==> config.mk <==
export PLATFORM = sky130hd
export DESIGN_NAME = fp_adder_arbiter
export DESIGN_NICKNAME = d
export VERILOG_FILES = /design/src/rtl/fp_adder_arbiter_pkg.sv /design/src/rtl/fp_adder_arbiter_rr_arbiter.sv /design/src/rtl/fp_adder_arbiter.sv
export SDC_FILE = /design/constraint.sdc
export NUM_CORES = 1
export LEC_CHECK = 0
export CORE_AREA = 2 2 154 156
export DETAILED_ROUTE_END_ITERATION = 6
export DIE_AREA = 0 0 156 158
export PLACE_DENSITY = 0.72
export SLEW_MARGIN = 15
export SYNTH_ARGS = -nofsm -noshare
export SYNTH_HDL_FRONTEND = slang
export SYNTH_SLANG_ARGS = --single-unit
==> constraint.sdc <==
create_clock -name clk -period 5.6 [get_ports clk]
set_input_delay 1.68 -clock clk [delete_from_list [all_inputs] [get_ports clk]]
set_output_delay 1.68 -clock clk [all_outputs]
set_load 0.05 [all_outputs]
==> src/rtl/fp_adder_arbiter_pkg.sv <==
// fp_adder_arbiter_pkg: shared state encoding, clog2 and adder NaN builder for fp_adder_arbiter
package fp_adder_arbiter_pkg;
  typedef enum logic [2:0] {IDLE, SEND_A, SEND_B, WAIT, FLUSH} state_t;
  function automatic int clog2(input int v);
    int r = 0;
    while ((1 << r) < v) r++;
    return r;
  endfunction
  function automatic int exp_width(input int n);
    return n == 64 ? 11 : n == 16 ? 5 : 8;
  endfunction
  // sign, every exponent bit and the fraction MSB set: the adder's quiet NaN
  function automatic logic [63:0] nan_bits(input int n, input int ew);
    logic [63:0] r = '0;
    for (int i = 0; i <= ew + 1; i++) r[n-1-i] = 1'b1;
    return r;
  endfunction
endpackage

==> src/rtl/fp_adder_arbiter_rr_arbiter.sv <==
// rr_arbiter: combinational find-first-set over req starting at ptr, one-hot grant plus index
module rr_arbiter import fp_adder_arbiter_pkg::*; #(
  parameter int NREQ = 4,
  parameter int IW = clog2(NREQ)
) (
  input  logic [NREQ-1:0] req,
  input  logic [IW-1:0]   ptr,
  output logic [NREQ-1:0] grant,
  output logic [IW-1:0]   idx
);
  // scan offsets from farthest to nearest so the first valid index at or after ptr wins
  always_comb begin
    idx = '0;
    for (int k = NREQ - 1; k >= 0; k--)
      idx = req[(int'(ptr) + k) % NREQ] ? IW'((int'(ptr) + k) % NREQ) : idx;
    grant = '0;
    grant[idx] = |req;
  end
endmodule

==> src/rtl/fp_adder_arbiter.sv <==
// fp_adder_arbiter: round-robin sharing of one strobe-protocol fp adder; FP_ADDER_ARB_TIMEOUT_EN adds a WAIT watchdog
module fp_adder_arbiter import fp_adder_arbiter_pkg::*; #(
  parameter int NREQ = 4,
  parameter int n = 32,
  parameter int TIMEOUT = 512
) (
  input  logic                   clk,
  input  logic                   rst,
  input  logic [NREQ-1:0]        req_valid,
  input  logic [NREQ*n-1:0]      req_a,
  input  logic [NREQ*n-1:0]      req_b,
  output logic [NREQ-1:0]        req_accept,
  output logic                   resp_valid,
  output logic [clog2(NREQ)-1:0] resp_id,
  output logic [n-1:0]           resp_z,
  output logic                   resp_err,
  output logic [n-1:0]           add_a,
  output logic [n-1:0]           add_b,
  output logic                   add_a_stb,
  output logic                   add_b_stb,
  input  logic [n-1:0]           add_z,
  input  logic                   add_z_stb,
  output logic                   add_rst
);
  localparam int IW = clog2(NREQ);
  state_t state;
  logic [IW-1:0] rr_ptr, cur_id, gidx;
  logic [NREQ-1:0] grant;
  rr_arbiter #(.NREQ(NREQ), .IW(IW)) u_rr (
    .req(req_valid),
    .ptr(rr_ptr),
    .grant(grant),
    .idx(gidx)
  );
  assign add_a_stb = state == SEND_A;
  assign add_b_stb = state == SEND_B;
`ifdef FP_ADDER_ARB_TIMEOUT_EN
  localparam int CW = clog2(TIMEOUT + 1);
  localparam logic [n-1:0] NAN_Z = n'(nan_bits(n, exp_width(n)));
  logic [CW-1:0] cnt;
  assign add_rst = state == FLUSH;
`else
  localparam int unused_timeout = TIMEOUT;
  assign add_rst = 1'b0;
`endif
  // grant, operand capture, strobe sequencing and result return; only one operation in flight
  always_ff @(posedge clk or posedge rst) begin
    if (rst) begin
      state      <= IDLE;
      rr_ptr     <= '0;
      cur_id     <= '0;
      add_a      <= '0;
      add_b      <= '0;
      req_accept <= '0;
      resp_valid <= 1'b0;
      resp_err   <= 1'b0;
      resp_z     <= '0;
      resp_id    <= '0;
`ifdef FP_ADDER_ARB_TIMEOUT_EN
      cnt        <= '0;
`endif
    end else begin
      req_accept <= '0;
      resp_valid <= 1'b0;
      case (state)
        IDLE: if (|req_valid) begin
          add_a      <= req_a[int'(gidx)*n +: n];
          add_b      <= req_b[int'(gidx)*n +: n];
          cur_id     <= gidx;
          rr_ptr     <= (int'(gidx) == NREQ - 1) ? '0 : gidx + 1'b1;
          req_accept <= grant;
          state      <= SEND_A;
        end
        SEND_A: state <= SEND_B;
        SEND_B: begin
          state <= WAIT;
`ifdef FP_ADDER_ARB_TIMEOUT_EN
          cnt   <= '0;
`endif
        end
        WAIT: begin
          if (add_z_stb) begin
            resp_z     <= add_z;
            resp_id    <= cur_id;
            resp_valid <= 1'b1;
            resp_err   <= 1'b0;
            state      <= IDLE;
          end
`ifdef FP_ADDER_ARB_TIMEOUT_EN
          else if (cnt == CW'(TIMEOUT - 1)) begin
            resp_z     <= NAN_Z;
            resp_id    <= cur_id;
            resp_valid <= 1'b1;
            resp_err   <= 1'b1;
            state      <= FLUSH;
          end else cnt <= cnt + 1'b1;
`endif
        end
        FLUSH: state <= IDLE;
        default: state <= IDLE;
      endcase
    end
  end
endmodule
# Word level (Yosys, flattened, before mapping)
# Index checks and enable logic that the tools add are counted.
dict set report word_totals {
  reg_bits 110
  in_bits 295
  output_inout_bits 107
  elab_cells 65
}
dict set report classes {
  add_sub_neg 4
  n_lt_le_gt_ge 6
  eq_ne 6
  shift 2
  mux 25
  bitwise_logic 4
  n_reduce_logical 9
}
# operator count
set ops {}
lappend ops {{variable part select 128 x 8 -> 32 bit} 2}
lappend ops {{< comparator 3 x 4 -> 1 bit, second input constant} 3}
lappend ops {{case mux 3 bit (4 select lines)} 1}
lappend ops {{two-way mux 1 bit} 10}
lappend ops {{two-way mux 2 bit} 5}
lappend ops {{binary-select mux 1 bit (select 2 bit)} 4}
lappend ops {{two-way mux 4 bit} 2}
lappend ops {{equality test 3 x 2 -> 1 bit, second input constant} 2}
lappend ops {{< comparator 2 x 3 -> 1 bit, second input constant} 2}
lappend ops {{two-way mux 3 bit} 2}
lappend ops {{AND reduction 2 bit} 3}
lappend ops {{OR reduction 2 bit} 3}
lappend ops {{adder 2 x 1 -> 2 bit, second input constant} 2}
lappend ops {{adder 2 bit, second input constant} 2}
lappend ops {{AND 4 bit} 1}
lappend ops {{inequality test 2 bit, second input constant} 2}
lappend ops {{OR reduction 4 bit} 1}
lappend ops {{AND 1 bit, first input constant} 3}
lappend ops {{equality test 3 x 1 -> 1 bit, second input constant} 1}
lappend ops {{zero test 3 bit} 1}
lappend ops {{demux 1 bit (select 2 bit)} 1}
lappend ops {{equality test 2 x 1 -> 1 bit, second input constant} 1}
lappend ops {{>= comparator 2 x 1 -> 1 bit, second input constant} 1}
lappend ops {{logical AND 1 bit} 1}

# Logic depth before layout (Yosys ltp)
# Gate-level depths: netlist of the first run.
dict set report logic_depth {
  depth_word 17
  ltp_mapped 9
  mapped_depth_nobuf 6
}

# By module
# From an unflattened synthesis of the first run, not the netlist that was laid out.
dict set report hier_totals {
  cells_unflattened 498
  area_unflattened_um2 5893.2
}
# mod n_inst cells_each area_each_um2 seq_area_each_um2
set modules_own_cells {}
lappend modules_own_cells {fp_adder_arbiter 1 468 5705.5 2727.6}
lappend modules_own_cells {rr_arbiter 1 30 187.7 0.0}

# Least setup slack after synthesis of the first run
# Ideal clock, no wire load.
dict set report synth_timing {
  kind {input to register}
  from {input req_valid[1]}
  to {register rr_ptr[0]}
  setup_ns 0.083
  t_arrival_ns 3.054
  required_time_ns 5.517
  path_slack_ns 2.463
  cell_stages 7
  n_path_buf 1
  cell_sequence {or3b_1 > o221ai_2 > inv_2 > clkbuf_1 > ha_1 > or3_1 > o21ai_0}
}
dict set report synth_between {
  elab_chain_cells 9
  elab_cells_between_ends 20
  cone_classes {add/sub (1); eq/ne (1); mux (16); reduce/logical (2)}
}
# element line
set synth_lines {}
lappend synth_lines {{start, declared} fp_adder_arbiter.sv:9} ;# input logic [NREQ-1:0] req_valid,
lappend synth_lines {{binary-select mux 1 bit (select 2 bit)} fp_adder_arbiter_rr_arbiter.sv:15} ;# idx = req[(int'(ptr) + k) % NREQ] ? IW'((int'(ptr) + k) % NREQ) : idx;
lappend synth_lines {{two-way mux 1 bit (not written as such) (2 in series)} fp_adder_arbiter_rr_arbiter.sv:15}
lappend synth_lines {{two-way mux 2 bit (4 in series)} fp_adder_arbiter_rr_arbiter.sv:15}
lappend synth_lines {{adder 2 x 1 -> 2 bit / equality test 2 x 1 -> 1 bit (equally long branches)} fp_adder_arbiter.sv:70} ;# rr_ptr <= (int'(gidx) == NREQ - 1) ? '0 : gidx + 1'b1;
lappend synth_lines {{two-way mux 2 bit} fp_adder_arbiter.sv:70}
lappend synth_lines {{end signal, assigned} fp_adder_arbiter.sv:70}
lappend synth_lines {{end, declared} fp_adder_arbiter.sv:27} ;# logic [IW-1:0] rr_ptr, cur_id, gidx;
# Several ways; a longest one is shown, not always the timed one. The select of a mux whose other input is x is not followed.
# A chain may end at the register's enable or synchronous reset.

# Worst setup path after layout of the first run
dict set report layout_timing {
  from {input req_valid[2]}
  to {register add_b[26]}
}
dict set report layout_between {
  elab_chain_cells 8
  elab_cells_between_ends 18
  cone_classes {shift (1); mux (15); reduce/logical (2)}
}
# element line
set layout_lines {}
lappend layout_lines {{binary-select mux 1 bit (select 2 bit)} fp_adder_arbiter_rr_arbiter.sv:15}
lappend layout_lines {{two-way mux 1 bit (not written as such) (2 in series)} fp_adder_arbiter_rr_arbiter.sv:15}
lappend layout_lines {{two-way mux 2 bit (4 in series)} fp_adder_arbiter_rr_arbiter.sv:15}
lappend layout_lines {{variable part select 128 x 8 -> 32 bit} fp_adder_arbiter.sv:68} ;# add_b <= req_b[int'(gidx)*n +: n];
lappend layout_lines {{end signal, assigned} fp_adder_arbiter.sv:68}
lappend layout_lines {{end, declared} fp_adder_arbiter.sv:18} ;# output logic [n-1:0] add_b,
# Several ways; a longest one is shown, not always the timed one. The select of a mux whose other input is x is not followed.

==> impl_metrics.json, run 1 <==
{
  "status": "complete, no violations",
  "dp_hpwl_mm": 16.5,
  "clkTransAtPathRegs_ns": 0.08,
  "clock_latency_ns": 0.35,
  "cts_tree": "done",
  "grt_max_degree": 132,
  "final_cell_mix": "clkdlybuf4s50_1, nand2_1, dfrtp_1, mux2i_1",
  "maxCapViolations": 0,
  "core_sq_um": 23100,
  "final_common_cell": "clkdlybuf4s50_1",
  "critPathArrivalTime_ns": 3.98,
  "numCtsBuffers": 9,
  "clock-sinks": 109,
  "finalWirelength_mm": 22.3,
  "vdd_drop_max_v": 0.000268,
  "drv_slew": 0,
  "hold_path.class": "register to register",
  "multi_input_area_sq_um": 2760,
  "layout-drive-gt1-share_pct": 6.79,
  "cp-start-kind": "input pin",
  "die_h_um": 158,
  "wl_per_cell_um": 18.3,
  "io_buffers": 399,
  "grt_setup_unrepaired": "no",
  "diodes": 0,
  "antenna_found_initial": 0,
  "powerDensity_nw_per_um2": 564,
  "worst_pin_slew_ns": 0.840,
  "async_flop_share_pct": 100,
  "final_antenna_net_count": 0,
  "cts_root_buffer": "clkbuf_16",
  "path_class": "input pin to register",
  "leakage_nw": 4.18,
  "setup_viol": 0,
  "min_period_over_period_pct": 67.8,
  "cp-end-kind": "register",
  "yosysWarnings": 0,
  "nets": 1224,
  "first_pass_iters": 4,
  "die_w_um": 156,
  "final_cells": 1218,
  "synthFlopType": "dfrtp_1",
  "final_util_pct": 44.5,
  "swShare_pct": 50.3,
  "combPwrFrac_pct": 64.5,
  "vias": 5832,
  "n_fill_cell": 2210,
  "crit_required_ns": 5.79,
  "switchingPower_w": 0.00291,
  "area_growth_pct": 78.9,
  "vias_per_cell": 4.79,
  "seq_area_sq_um": 2730,
  "die-area_sq_um": 24600,
  "skew_ns": 0.0132,
  "drc": 0,
  "dp.cells": 1203,
  "grt_usage_pct": 17.3,
  "cp_max_fo": 131,
  "fmax_mhz": 264,
  "synthesis.area_sq_um": 5730,
  "finalWorstPathRequiredPeriod_ns": 3.79,
  "postCtsResizedCells": 0,
  "slew_headroom_pct": 44.0,
  "drt_iter0_drc": 267,
  "synth_edf_count": 0,
  "synth.distinct_cells": 32,
  "start_util_pct": 24.9,
  "final_hold_viol_count": 0,
  "grt-ovfl-total": 0,
  "htreeDepth": 3,
  "cts_hold_buffers": 0,
  "grt_pass1_vias": 5929,
  "io-pin-count": 402,
  "seq_power_share_pct": 24.3,
  "p_int_w": 0.00287,
  "avgSynthCellArea_sq_um": 10.3,
  "yosysSeqAreaShare_pct": 47.6,
  "clockBufferDepth": 2,
  "ys_ff_latch": 109,
  "gp_congestion": 0.797,
  "netlist_instances": 554,
  "post_cts_buffers": 0,
  "row_count": 56,
  "grt_pass1_wl_mm": 33.0,
  "setup_tns_ns": 0,
  "clockPowerShare_pct": 11.2
}
[stage by stage]
step / hold WS, ns / cell area (sq um) / setup WS, ns / total power (W)
after floorplan: 0.446 / 5730 / 1.05 / 0.00386
after global placement: 0.486 / 9960 / 1.47 / 0.00513
after detailed placement: 0.492 / 9960 / 1.43 / 0.00518
after CTS: 0.510 / 10200 / 1.80 / 0.00584
after global routing: 0.522 / 10200 / 1.66 / 0.00609
final: 0.509 / 10200 / 1.81 / 0.00578
[registers in the layout, summed over array words and instances (netlist names)]
register / count
add_a: 32
add_b: 32
cur_id: 2
req_accept: 4
resp_id: 2
resp_valid: 1
resp_z: 32
rr_ptr: 2
state: 2
[kinds of logic (layout without fill, tap and decap cells)]
kind of cell,Yosys count,count (layout),share of synthesized area (%)
AND/OR/NAND/NOR,145,145,10.1
AO/OA/AOI/OAI,141,141,18.5
flip-flops,109,109,47.6
multiplexers,99,99,18.0
buffers and inverters,54,427,4.63
adder cells (fa/ha/maj),5,5,1.09
other,1,2,0.0655
[Yosys cell counts (all sizes together), types with 2 or more instances]
cell type / number / area [sq um]
and2: 2 / 12.5
dfrtp: 109 / 2730
mux2i: 65 / 651
clkbuf: 22 / 82.6
a21oi: 3 / 15.0
a31oi: 64 / 400
nor3: 2 / 10.0
mux2: 34 / 383
nor2b: 2 / 12.5
o21ai: 3 / 15.0
buf: 26 / 160
nand2: 134 / 503
inv: 6 / 22.5
o2bb2ai: 64 / 561
ha: 5 / 62.6
[final timing paths]
kind,depth (start not counted),slack (ns),startpoint,end
worst max-delay path,7,1.81,req_valid[2],add_b[26]$_DFFE_PP0P_
worst min-delay path,1,0.51,resp_z[26]$_DFFE_PP0P_,resp_z[26]$_DFFE_PP0P_
worst max register to register,7,3.11,state[0]$_DFFE_PP0P_,add_b[7]$_DFFE_PP0P_
worst min register to register,1,0.51,resp_z[26]$_DFFE_PP0P_,resp_z[26]$_DFFE_PP0P_
max in group asynchronous,3,2.99,rst,add_b[31]$_DFFE_PP0P_
min in group asynchronous,2,1.79,rst,resp_z[8]$_DFFE_PP0P_
[worst max-delay path: stages]
cell and delay, ns:
clkdlybuf4s50_1 0.55, or3b_1 0.41, o221ai_4 0.10, buf_12 0.54, mux2i_1 0.29, o2bb2ai_1 0.16
a31oi_1 0.07
[metal layers]
layer	vias to the layer above	routed length (um)	GRT usage, %
met5	-	0	0
met4	0	394	5.11
met3	26	2070	5.69
met2	277	11100	30.5
met1	2777	8770	19.9
li1	2752	-	-
[layout make-up]
cell class                      instances  area share (%)
Timing Repair Buffer                  406            39.9
Multi-Input combinational cell        392            27.0
Sequential cell                       109            26.6
Tap cell                              290            3.54
Clock buffer                           10            2.33
Clock inverter                          5           0.440
Inverter                                6           0.244
[power groups by stage]
stage	logic (W)	clock network, W	registers (W)
3_3_place_gp	0.00372	0	0.00140
4_1_cts	0.00377	0.000670	0.00141
3_5_place_dp	0.00376	0	0.00142
2_1_floorplan	0.00121	0	0.00265
5_1_grt	0.00394	0.000700	0.00146
6_report	0.00373	0.000647	0.00140
(Power assumes the default switching activity.)
==> run 2, diff against run 1 <==
--- a/config.mk
+++ b/config.mk
@@ -8,7 +8,7 @@
 export CORE_AREA = 2 2 154 156
 export DETAILED_ROUTE_END_ITERATION = 6
 export DIE_AREA = 0 0 156 158
-export PLACE_DENSITY = 0.72
+export PLACE_DENSITY = 0.74
 export SLEW_MARGIN = 15
 export SYNTH_ARGS = -nofsm -noshare
 export SYNTH_HDL_FRONTEND = slang
==> constraint.sdc (replaced) <==
create_clock -name clk -period 3.2 [get_ports clk]
set_input_delay 0.96 -clock clk [delete_from_list [all_inputs] [get_ports clk]]
set_output_delay 0.96 -clock clk [all_outputs]
set_load 0.05 [all_outputs]
==> run 2 against run 1 <==
  * Non-clock buffer count increased by 25
  * Sequential power is 74% higher
  * Clock skew barely moved
  * Critical path type is now register to primary output
==> impl_metrics.json, run 2 (same netlist as run 1, synthesis figures left out) <==
{
  "post_cts_buffers": 0,
  "nets": 1249,
  "powerDensity_nw_per_um2": 991,
  "largestRegisters": "add_a: 32 flops, add_b: 32 flops, resp_z: 32 flops",
  "grt_pass1_vias": 6068,
  "hold_start": "resp_z[25]$_DFFE_PP0P_",
  "clock_latency_ns": 0.36,
  "grt_setup_unrepaired": "no",
  "die-area_sq_um": 24600,
  "grt_usage_pct": 17.4,
  "grt_pass1_wl_mm": 33.1,
  "io_buffers": 399,
  "drv_slew": 0,
  "start_util_pct": 24.9,
  "final_cell_mix": "clkdlybuf4s50_1, nand2_1, dfrtp_1, mux2i_1",
  "cp_max_fo": 4,
  "drt_iter0_drc": 346,
  "setup_tns_ns": 0,
  "grt-ovfl-total": 0,
  "post-place-ws_ns": 0.133,
  "hold_path.class": "register to register",
  "setup_ws_ns": 0.333,
  "r2r_start": "rr_ptr[1]$_DFFE_PP0P_",
  "seq_area_sq_um": 2730,
  "htreeDepth": 3,
  "path_class": "register to primary output",
  "wl_met1_mm": 8.49,
  "cts_tree": "done",
  "grt_max_degree": 68,
  "io-pin-count": 402,
  "clockBufferDepth": 2,
  "multi_input_area_sq_um": 2760,
  "leakage_nw": 4.35,
  "core_sq_um": 23100,
  "final_hold_viol_count": 0,
  "vias_per_cell": 4.84,
  "skew_ns": 0.0129,
  "n_fill_cell": 2191,
  "wl_met2_mm": 11.0,
  "wl_met3_mm": 2.11,
  "slew_headroom_pct": 47.8,
  "holdWs_ns": 0.510,
  "rr_worst_depth": 7,
  "worst_pin_slew_ns": 0.781,
  "postCtsResizedCells": 0,
  "top_layer_used": "met4",
  "finalWirelength_mm": 22.2,
  "status": "complete, no violations",
  "numCtsBuffers": 9,
  "cts_root_buffer": "clkbuf_16",
  "r2r_setup_slack_ns": 1.20,
  "antenna_found_initial": 0,
  "drc": 0,
  "fmax_mhz": 349,
  "min_period_over_period_pct": 89.6,
  "cp-start-kind": "register",
  "min_path_cells": 1,
  "cts_hold_buffers": 0,
  "die_h_um": 158,
  "first_pass_iters": 4,
  "vdd_drop_max_v": 0.000390,
  "setup_viol": 0,
  "holdPathEnd": "resp_z[25]$_DFFE_PP0P_",
  "vias": 6016,
  "crit_required_ns": 2.24,
  "final_common_cell": "clkdlybuf4s50_1",
  "final_antenna_net_count": 0,
  "gp_congestion": 0.912,
  "die_w_um": 156,
  "layout-drive-gt1-share_pct": 9.33,
  "critPathArrivalTime_ns": 1.91,
  "area_growth_pct": 84.0,
  "diodes": 0,
  "maxCapViolations": 0,
  "clock-sinks": 109,
  "reg2reg_to": "add_a[31]$_DFFE_PP0P_",
  "dp_hpwl_mm": 16.8,
  "cp-end-kind": "primary output",
  "clkTransAtPathRegs_ns": 0.08,
  "finalWorstPathRequiredPeriod_ns": 2.87,
  "wl_per_cell_um": 17.9,
  "row_count": 56
}
==> run 2: cell count changes in the layout (fill, tap and decap cells not counted), sizes merged <==
cell	change
buf	+25
clkinvlp	-2
clkbuf	-1
inv	+3
clkinv	+1
==> run 2: per-layer routing <==
metal,vias to the layer above,track usage [%]
li1,2811,-
met1,2865,19.8
met2,308,30.8
met3,32,5.53
met4,0,6.47
met5,-,0
==> run 2: metrics by stage <==
step	instance area, sq um	power [W]	util (%)	instances
CTS	10500	0.0106	45.7	1244
floorplan	5740	0.00675	-	555
detailed placement	10200	0.00930	44.4	1228
finish	10500	0.0105	45.7	1244
global route	10500	0.0110	45.7	1244
global placement	10200	0.00919	44.4	1228
==> run 2: layout make-up <==
cell class | instances | share of cell area [%]
clock buffers | 9 | 2.14
clock inverters | 7 | 0.843
inverters | 6 | 0.249
multi-input cells | 392 | 26.2
flip-flops and latches | 109 | 25.9
well taps | 290 | 3.44
repair buffers | 431 | 41.2
==> run 2: worst max path at each step <==
stage | start | end | slack, ns | depth (start not counted)
4_1_cts | state[0]$_DFFE_PP0P_ | add_b_stb | 0.30 | 3
6_report | state[0]$_DFFE_PP0P_ | add_b_stb | 0.33 | 3
5_1_grt | state[0]$_DFFE_PP0P_ | add_b_stb | 0.22 | 3
3_5_place_dp | req_valid[2] | add_a[31]$_DFFE_PP0P_ | 0.13 | 8
2_1_floorplan | req_valid[1] | rr_ptr[0]$_DFFE_PP0P_ | 0.78 | 7
3_3_place_gp | req_valid[2] | add_a[30]$_DFFE_PP0P_ | 0.21 | 8
==> run 2: report_power, final <==
group	internal [W]	switching [W]	total (W)	leakage [nW]
sequential	0.00207	0.000374	0.00244	1.25
clock	0.000577	0.000658	0.00123	0.154
combinational	0.00259	0.00419	0.00677	2.94
==> run 2: critical path: stages (launching register included) <==
cell             delay, ns
dfrtp_1               0.43
inv_1                 0.10
ha_1                  0.18
clkdlybuf4s50_1       0.84
==> run 3, diff against run 2 <==
--- a/config.mk
+++ b/config.mk
@@ -5,6 +5,7 @@
 export SDC_FILE = /design/constraint.sdc
 export NUM_CORES = 1
 export LEC_CHECK = 0
+export ABC_CLOCK_PERIOD_IN_PS = 3200
 export CORE_AREA = 2 2 154 156
 export DETAILED_ROUTE_END_ITERATION = 6
 export DIE_AREA = 0 0 156 158
==> results of run 3 <==
The final DEF is identical to that of run 2; final timing and power are the same.
